[config.mk]
export PLATFORM = sky130hd
export DESIGN_NAME = mult_exp_sequencer
export DESIGN_NICKNAME = d
export VERILOG_FILES = /design/src/rtl/mult_exp_sequencer.sv
export SDC_FILE = /design/constraint.sdc
export NUM_CORES = 1
export LEC_CHECK = 0
export ABC_AREA = 0
export ABC_CLOCK_PERIOD_IN_PS = 2400
export CAP_MARGIN = 20
export CORE_MARGIN = 2
export CORE_UTILIZATION = 54
export DETAILED_ROUTE_END_ITERATION = 8
export PLACE_DENSITY = 0.79
export SLEW_MARGIN = 30
export SYNTH_ARGS = -nofsm -noshare
export SYNTH_HDL_FRONTEND = slang
export SYNTH_SLANG_ARGS = --single-unit
[constraint.sdc]
create_clock -name clk_i -period 2.4 [get_ports clk_i]
set_input_delay 0.36 -clock clk_i [delete_from_list [all_inputs] [get_ports clk_i]]
set_output_delay 0.36 -clock clk_i [all_outputs]
set_load 0.01 [all_outputs]
[src/rtl/mult_exp_sequencer.sv]
// FP multiplier exponent sequencer: adds exponents, subtracts bias, and flags overflow/underflow on one shared adder.
// Latency is 4 cycles from start to done. No queueing: start is ignored while busy. Optional abort_i port via MULT_EXP_ABORT_EN.
`timescale 1ns/1ps
module mult_exp_sequencer #(
    parameter int W_Exp = 8,
    parameter int BIAS  = 127
) (
    input  logic             clk_i,
    input  logic             rst_i,
`ifdef MULT_EXP_ABORT_EN
    input  logic             abort_i,
`endif
    input  logic             start_i,
    input  logic [W_Exp-1:0] exp_x_i,
    input  logic [W_Exp-1:0] exp_y_i,
    output logic             busy_o,
    output logic             done_o,
    output logic [W_Exp:0]   exp_result_o,
    output logic             overflow_o,
    output logic             underflow_o
);
    typedef enum logic [1:0] {S_IDLE, S_ADD, S_SUB, S_FLAG} state_t;

    localparam logic [W_Exp+1:0] BIAS_W  = (W_Exp+2)'(BIAS);
    localparam logic [W_Exp+1:0] OVF_LIM = (W_Exp+2)'((1 << W_Exp) - 1);

    state_t             state_q;
    logic [W_Exp-1:0]   opx_q, opy_q;
    logic [W_Exp:0]     sum_q, sum_d;
    logic [W_Exp+1:0]   diff_q, diff_d;
    logic [W_Exp:0]     exp_result_q;
    logic               done_q, ovf_q, unf_q;
    logic               abort_w, is_unf, is_ovf;

`ifdef MULT_EXP_ABORT_EN
    assign abort_w = abort_i;
`else
    assign abort_w = 1'b0;
`endif

    assign sum_d  = {1'b0, opx_q} + {1'b0, opy_q};
    assign diff_d = {1'b0, sum_q} - BIAS_W;
    // diff is two's complement: sign bit or zero both mean the exponent fell below range.
    assign is_unf = diff_q[W_Exp+1] || (diff_q == '0);
    assign is_ovf = !diff_q[W_Exp+1] && (diff_q >= OVF_LIM);

    always_ff @(posedge clk_i) begin
        if (rst_i) begin
            state_q      <= S_IDLE;
            opx_q        <= '0;
            opy_q        <= '0;
            sum_q        <= '0;
            diff_q       <= '0;
            exp_result_q <= '0;
            ovf_q        <= 1'b0;
            unf_q        <= 1'b0;
            done_q       <= 1'b0;
        end else begin
            done_q <= 1'b0;
            if (abort_w && state_q != S_IDLE) begin
                state_q <= S_IDLE;
            end else begin
                case (state_q)
                    S_IDLE: begin
                        if (start_i) begin
                            opx_q   <= exp_x_i;
                            opy_q   <= exp_y_i;
                            state_q <= S_ADD;
                        end
                    end
                    S_ADD: begin
                        sum_q   <= sum_d;
                        state_q <= S_SUB;
                    end
                    S_SUB: begin
                        diff_q  <= diff_d;
                        state_q <= S_FLAG;
                    end
                    S_FLAG: begin
                        done_q  <= 1'b1;
                        state_q <= S_IDLE;
                        if (is_unf) begin
                            exp_result_q <= '0;
                            unf_q        <= 1'b1;
                            ovf_q        <= 1'b0;
                        end else if (is_ovf) begin
                            exp_result_q <= {1'b0, {W_Exp{1'b1}}};
                            unf_q        <= 1'b0;
                            ovf_q        <= 1'b1;
                        end else begin
                            exp_result_q <= diff_q[W_Exp:0];
                            unf_q        <= 1'b0;
                            ovf_q        <= 1'b0;
                        end
                    end
                    default: state_q <= S_IDLE;
                endcase
            end
        end
    end

    assign busy_o       = (state_q != S_IDLE);
    assign done_o       = done_q;
    assign exp_result_o = exp_result_q;
    assign overflow_o   = ovf_q;
    assign underflow_o  = unf_q;
endmodule
# After elaboration in Yosys (flattened, before gate mapping)
# Cells that the tools add are included.
# Widths: inputs -> output; s select.
totals:
  ff_bits: 49
  in_bits: 19
  output_inout_bits: 13
  wordCells: 31
classes:
  addsub: 2
  magnitude_cmp: 1
  eq_ne: 4
  mux: 8
  reduce_logical: 7
op_table:
  columns: ["cell", "n"]
  rows:
  - ["$mux 9", 2]
  - ["$ge 10x8->1 const B", 1]
  - ["$logic_not 10->1", 1]
  - ["$sub 9x7->10 const B", 1]
  - ["$add 8x8->9", 1]
  - ["$pmux 2 s4", 1]
  - ["$eq 2x2->1 const B", 2]
  - ["$mux 1", 4]
  - ["$eq 2x1->1 const B", 1]
  - ["$logic_not 2->1", 1]
  - ["$mux 2", 1]
  - ["$ne 2x2->1 const B", 1]
  - ["$reduce_and 2->1", 1]
  - ["$reduce_bool 2->1", 1]
  - ["$logic_and 1x1->1", 1]
  - ["$logic_not 1->1", 1]
  - ["$logic_or 1x1->1", 1]

# Depth between registers and ports, before layout
# Gate-level depths: netlist of the first run.
depth:
  word_depth: 4
  depth_mapped: 7
  depth_no_buf: 6

# Worst setup path before layout of the first run
# No wires, ideal clock.
synth_path:
  kind: "reg-to-reg"
  startpoint: "register opx_q[0]"
  endpoint: "register sum_q[8]"
  setup_time_ns: 0.120
  arrival_ns: 1.678
  t_required_ns: 2.280
  setup_slack_ns: 0.603
  stages_incl_launch_ff: 7
  path_buffers: 0
  synth_period_minus_slack_ns: 1.797
  cell_sequence: "dfxtp_1 ha_1 fa_1 a211oi_2 o21a_1 nor2_1 o31a_1"
synth_between:
  elab_chain_cells: 1
synth_lines:
  columns: ["item", "line_no", "source"]
  rows:
  - ["start, declared", "28", "logic [W_Exp-1:0] opx_q, opy_q;"]
  - ["start signal, assigned", "66", "opx_q <= exp_x_i;"]
  - ["$add 8x8->9", "41", "assign sum_d = {1'b0, opx_q} + {1'b0, opy_q};"]
  - ["end signal, assigned", "72", "sum_q <= sum_d;"]
  - ["end, declared", "29", "logic [W_Exp:0] sum_q, sum_d;"]
# No other way between the ends.
# A chain may end at the register's enable or synchronous reset.

# Worst setup path after layout of the first run
layout_path:
  startpoint: "register state_q[0]"
  endpoint: "output port busy_o"
layout_between:
  elab_chain_cells: 1
layout_lines:
  columns: ["item", "line_no", "source"]
  rows:
  - ["start, declared", "27", "state_t state_q;"]
  - ["start signal, assigned", "49", "state_q <= S_IDLE;"]
  - ["start signal, assigned", "61", "state_q <= S_IDLE;"]
  - ["start signal, assigned", "68", "state_q <= S_ADD;"]
  - ["$reduce_bool 2->1", "102", "assign busy_o = (state_q != S_IDLE);"]
  - ["end, declared", "16", "output logic busy_o,"]
# No other way between the ends.

==> results.json, run 1 <==
{
  "grt-ovfl-total": 0,
  "synth-edff-count": 0,
  "routed_via_density": 5.22,
  "die_h_um": 68.6,
  "yosys_warnings": 0,
  "cpPeakStageDelay_ps": 540,
  "drive_gt1_share_pct": 4.71,
  "crit_path_max_fanout": 4,
  "synthesis.nets": 300,
  "clock-sinks": 49,
  "wl_mm": 3.87,
  "critPathSlowestCell": "clkdlybuf4s50_1",
  "rows": 23,
  "cts-root-buf": "clkbuf_8",
  "required_ps": 2040,
  "path_clk_slew_ps": 80,
  "tns_ps": 0,
  "synth_area_per_cell_um2": 8.48,
  "cts_max_path_buffers": 2,
  "path_class": "reg -> out",
  "worstPathArrival_ps": 1630,
  "yosysTopAreaCellShare_pct": 43.5,
  "post-cts-setup-buffers": 0,
  "ys_seq_area_share_pct": 43.5,
  "port_buffers": 31,
  "worst_pin_slew_ps": 535,
  "synthMostInstantiatedCell": "nand2_1",
  "track_usage_pct": 18.6,
  "synth_top_area_cell": "dfxtp_1",
  "firstDrtPassIters": 4,
  "rsz0062_at_grt": "no",
  "n_antenna_cell": 0,
  "leakage_nw": 1.03,
  "holdBufCountCts": 0,
  "ant_nets": 0,
  "startpoint_type": "register",
  "initial_utilization_pct": 56.4,
  "area_growth_pct": 19.0,
  "multiInputGateArea_um2": 1200,
  "postSynthCellCount": 266,
  "cap_violations": 0,
  "io_pins": 32,
  "cpMostUsedCell": "inv_1",
  "nets": 330,
  "ys_seq_elements": 49,
  "seq_area_um2": 981,
  "slew_headroom_pct": 64.4,
  "cts_inserted_buffers": 5,
  "status": "complete, no violations",
  "cp_num_buf_inv": 3,
  "setup_viol": 0,
  "ir_worst_vdd_mv": 0.500,
  "nFillCells": 356,
  "dp_hpwl_mm": 2.96,
  "post_synth_num_cell_types": 41,
  "globalplace.congestion": 0.734,
  "core-area_um2": 4000,
  "min_period_ps": 1990,
  "hold_class": "reg -> reg",
  "finClkSkew_ps": 3.57,
  "die_width_um": 68.6,
  "drt_iter0_drc": 47,
  "crit_chain": "inv_1, ha_1, inv_1, clkdlybuf4s50_1",
  "wire_per_inst_um": 11.1,
  "synth_area_um2": 2260,
  "dieArea_um2": 4710,
  "grt_antenna_before_repair": 0,
  "via_count": 1811,
  "clk-insertion-delay-late_ps": 300,
  "grt_max_degree": 20,
  "grt_first_pass_wirelength_mm": 6.60,
  "cts_tree": "done",
  "crit_path_end_kind": "primary output",
  "regToRegSetupSlack_ps": 480,
  "synth_common_cells": "nand2_1 (50), dfxtp_1 (49), nor2_1 (32)",
  "cts_resized": 0,
  "hold_viol_final": 0,
  "drv_slew": 0,
  "drc": 0,
  "fin_util_pct": 67.1,
  "synth_ff_type": "dfxtp_1",
  "synth_area_leaders": "dfxtp_1 (43%), nand2_1 (8.3%), ha_1 (7.8%)",
  "async_reset_ff_share_pct": 0,
  "critPathTopFamily": "buffers and inverters",
  "fin_crit_sh_pct": 83.1,
  "htreeDepth": 2,
  "power.density_nw_per_um2": 870,
  "grt_pass1_vias": 1609,
  "fmax_mhz": 501
}
-- through the flow --
stage / hold slack (ps) / instance area [um^2] / setup WS (ps) / cells / power (mW)
3_5_place_dp: 442 / 2600 / 501 / 339 / 1.90
5_1_grt: 478 / 2680 / 312 / 347 / 2.53
3_3_place_gp: 435 / 2600 / 531 / 339 / 1.88
2_1_floorplan: 440 / 2260 / 603 / 266 / 1.70
6_report: 455 / 2680 / 406 / 347 / 2.33
4_1_cts: 463 / 2680 / 403 / 347 / 2.36
-- cells in the final DEF, fill, tap and decap left out, types with 4 or more instances in the layout --
master           count
nand2_1             50
dfxtp_1             49
nor2_1              32
clkdlybuf4s50_1     31
a21oi_1             21
ha_1                14
o21ai_0             12
a211oi_1            12
inv_1                6
clkbuf_8             5
nor3_1               4
nand3_1              4
xnor2_1              4
mux2i_1              4
-- worst reg2reg max path: stages, from the launching register on --
cell	delay [ps]
dfxtp_1	320
ha_1	240
fa_1	440
a211oi_2	320
o21a_1	170
nor2_1	50
o31a_1	280
-- cells by family after synthesis --
kind of cell	Yosys count	share of synthesized area, %
compound gates	68	20.1
xor+xnor	7	2.72
fa+ha+maj	15	8.65
buf+inv	17	3.22
flops	49	43.5
mux	4	1.77
simple gates	106	20.0
-- final timing paths --
| path | startpoint | endpoint | depth (start not counted) |
|---|---|---|---|
| worst max-delay path | state_q[0] | busy_o | 4 |
| worst min-delay path | exp_result_o[5] | exp_result_o[5] | 2 |
| worst max register to register | opx_q[0] | sum_q[8] | 6 |
| worst min register to register | exp_result_o[5] | exp_result_o[5] | 2 |
-- layout make-up --
type / count / share of cell area, %
Inverter: 6 / 0.839
Multi-Input combinational cell: 200 / 44.8
Timing Repair Buffer: 34 / 12.4
Clock buffer: 6 / 2.70
Tap cell: 50 / 2.33
Clock inverter: 2 / 0.373
Sequential cell: 49 / 36.6
-- sequential cells by signal, indices dropped and copies added, names as in the netlist --
register and flops:
diff_q 10, done_o 1, exp_result_o 9, opx_q 8, opy_q 8, overflow_o 1
state_q 2, sum_q 9, underflow_o 1
-- power by group --
| part | switching [mW] | internal (mW) | leakage (nW) |
|---|---|---|---|
| Combinational | 0.435 | 0.349 | 0.588 |
| Sequential | 0.124 | 0.964 | 0.399 |
| Clock | 0.258 | 0.202 | 0.0450 |
-- metal layers --
| layer | track usage (%) | routed length [um] | vias up | part of all wire, % |
|---|---|---|---|---|
| met5 | 0 | 0 | - | 0 |
| met4 | 6.00 | 53 | 0 | 1.4 |
| met3 | 5.36 | 168 | 6 | 4.3 |
| met2 | 33.9 | 1880 | 37 | 48 |
| met1 | 20.6 | 1770 | 782 | 46 |
| li1 | - | - | 986 | - |
No activity file was read; power rests on OpenSTA's default activity.
==> inputs of run 2 (changes only) <==
--- a/config.mk
+++ b/config.mk
@@ -6,7 +6,7 @@
 export NUM_CORES = 1
 export LEC_CHECK = 0
 export ABC_AREA = 0
-export ABC_CLOCK_PERIOD_IN_PS = 2400
+export ABC_CLOCK_PERIOD_IN_PS = 2000
 export CAP_MARGIN = 20
 export CORE_MARGIN = 2
 export CORE_UTILIZATION = 54
==> constraint.sdc (replaced) <==
create_clock -name clk_i -period 2 [get_ports clk_i]
set_input_delay 0.3 -clock clk_i [delete_from_list [all_inputs] [get_ports clk_i]]
set_output_delay 0.3 -clock clk_i [all_outputs]
set_load 0.01 [all_outputs]
==> run 2 against run 1 <==
- sequential share of layout area fell by 0.64 points
- highest routed layer unchanged
- clock skew grew 3.4 ps
- critical path depth is 2 higher
- via count increased by 3.3%
- register-to-register slack lost 310 ps
- wire length grew 9.1%
==> results.json, run 2 (synthesis gave the netlist of run 1 again) <==
{
  "htreeDepth": 2,
  "drc": 0,
  "path_class": "reg -> reg",
  "worst_pin_slew_ps": 518,
  "crit_chain": "ha_1, fa_2, a211oi_2, o21a_1, nor2_1, o31a_1",
  "dieArea_um2": 4710,
  "crit_path_max_fanout": 3,
  "port_buffers": 31,
  "track_usage_pct": 21.1,
  "startpoint_type": "register",
  "grt_first_pass_wirelength_mm": 7.34,
  "via_count": 1871,
  "grt_max_degree": 18,
  "fin_util_pct": 68.3,
  "nets": 330,
  "final_cell_mix": "nand2_1 (50), dfxtp_1 (49), nor2_1 (32)",
  "wire_per_inst_um": 12.2,
  "critPathSlowestCell": "fa_2",
  "slew_headroom_pct": 65.5,
  "initial_utilization_pct": 56.4,
  "grt_antenna_before_repair": 0,
  "grt_pass1_vias": 1738,
  "clock-sinks": 49,
  "cts_inserted_buffers": 5,
  "die_h_um": 68.6,
  "crit_path_end_kind": "register",
  "drt_iter0_drc": 67,
  "critPathTopFamily": "compound AO/OA/AOI/OAI gates",
  "largest_reg_flops": 10,
  "dp_hpwl_mm": 3.08,
  "fmax_mhz": 547,
  "tns_ps": 0,
  "firstDrtPassIters": 4,
  "regMostFlops": "diff_q",
  "die_width_um": 68.6,
  "cts_tree": "done",
  "drive_gt1_share_pct": 5.72,
  "area_growth_pct": 21.1,
  "cpPeakStageDelay_ps": 390,
  "min_period_ps": 1830,
  "core-area_um2": 4000,
  "rsz0062_at_grt": "no",
  "setup_viol": 0,
  "wl_mm": 4.22,
  "cap_violations": 0,
  "ir_worst_vdd_mv": 0.627,
  "final_common_cell": "nand2_1",
  "power.density_nw_per_um2": 1100,
  "cp_num_buf_inv": 0,
  "n_antenna_cell": 0,
  "cts_max_path_buffers": 2,
  "io_pins": 32,
  "path_clk_slew_ps": 90,
  "drv_slew": 0,
  "grt-ovfl-total": 0,
  "clk-insertion-delay-late_ps": 310,
  "status": "complete, no violations",
  "routed_via_density": 5.39,
  "leakage_nw": 1.05,
  "ant_nets": 0,
  "finClkSkew_ps": 6.94,
  "worstPathArrival_ps": 2040,
  "hold_viol_final": 0,
  "rows": 23,
  "globalplace.congestion": 0.751,
  "hold_class": "reg -> reg",
  "required_ps": 2210,
  "cts-root-buf": "clkbuf_8",
  "fin_crit_sh_pct": 91.5,
  "post-cts-setup-buffers": 0
}
[run 2: cell count changes in the layout (fill, tap and decap cells not counted), sizes merged]
cell and change:
clkinvlp +1, dlymetal6s2s +1, clkdlybuf4s50 -1, bufinv +1, clkinv -2
[run 2: final timing paths]
kind                   startpoint              end  slack (ps)  depth (start not counted)
setup / recovery         opx_q[0]         sum_q[8]         170                          6
hold / removal    exp_result_o[6]  exp_result_o[6]         460                          2
setup reg to reg         opx_q[0]         sum_q[8]         170                          6
hold reg to reg   exp_result_o[6]  exp_result_o[6]         460                          2
[run 2: stage by stage]
stage,power [mW],hold WS (ps),area (um^2),std cells,worst slack [ps]
floorplan,2.04,383,2260,266,203
global placement,2.26,435,2600,339,137
detailed placement,2.29,443,2600,339,86.5
CTS,3.04,463,2720,347,5.47
global route,3.24,484,2730,347,50.9
finish,3.02,455,2730,347,171
[run 2: worst register-to-register path, stage by stage (launching register included)]
cell and delay (ps):
dfxtp_1 330, ha_1 250, fa_2 390, a211oi_2 270
o21a_1 170, nor2_1 50, o31a_1 280
[run 2: cell type report]
cell class	count	area, um^2
Clock buffer	6	82.6
Clock inverter	2	37.5
Fill cell	339	1270
Inverter	6	22.5
Multi-Input combinational cell	200	1210
Sequential cell	49	981
Tap cell	50	62.6
Timing Repair Buffer	34	335
[run 2: timing repair]
action                     CTS  global route
resized for setup            0             3
setup endpoints to repair    0             3
hold buffers                 0             0
hold endpoints to repair     0             0
[run 2: per-layer routing]
layer	GRT usage (%)	share of wire, %	wire length [um]	up-vias
li1	-	-	-	992
met1	22.6	46	1930	836
met2	38.3	48	2040	36
met3	3.90	3.6	154	7
met4	12.0	2.3	98	0
met5	0	0	0	-
[run 2: report_power, final]
part	internal [mW]	switching (mW)	leakage, nW
logic	0.422	0.535	0.598
registers	1.16	0.154	0.399
clock network	0.407	0.341	0.0574
total	1.99	1.03	1.05
==> inputs of run 3 (changes only) <==
--- a/config.mk
+++ b/config.mk
@@ -11,6 +11,7 @@
 export CORE_MARGIN = 2
 export CORE_UTILIZATION = 54
 export DETAILED_ROUTE_END_ITERATION = 8
+export HOLD_SLACK_MARGIN = 0.1
 export PLACE_DENSITY = 0.79
 export SLEW_MARGIN = 30
 export SYNTH_ARGS = -nofsm -noshare
==> results of run 3 <==
The final DEF is identical to that of run 2; final timing and power are the same.
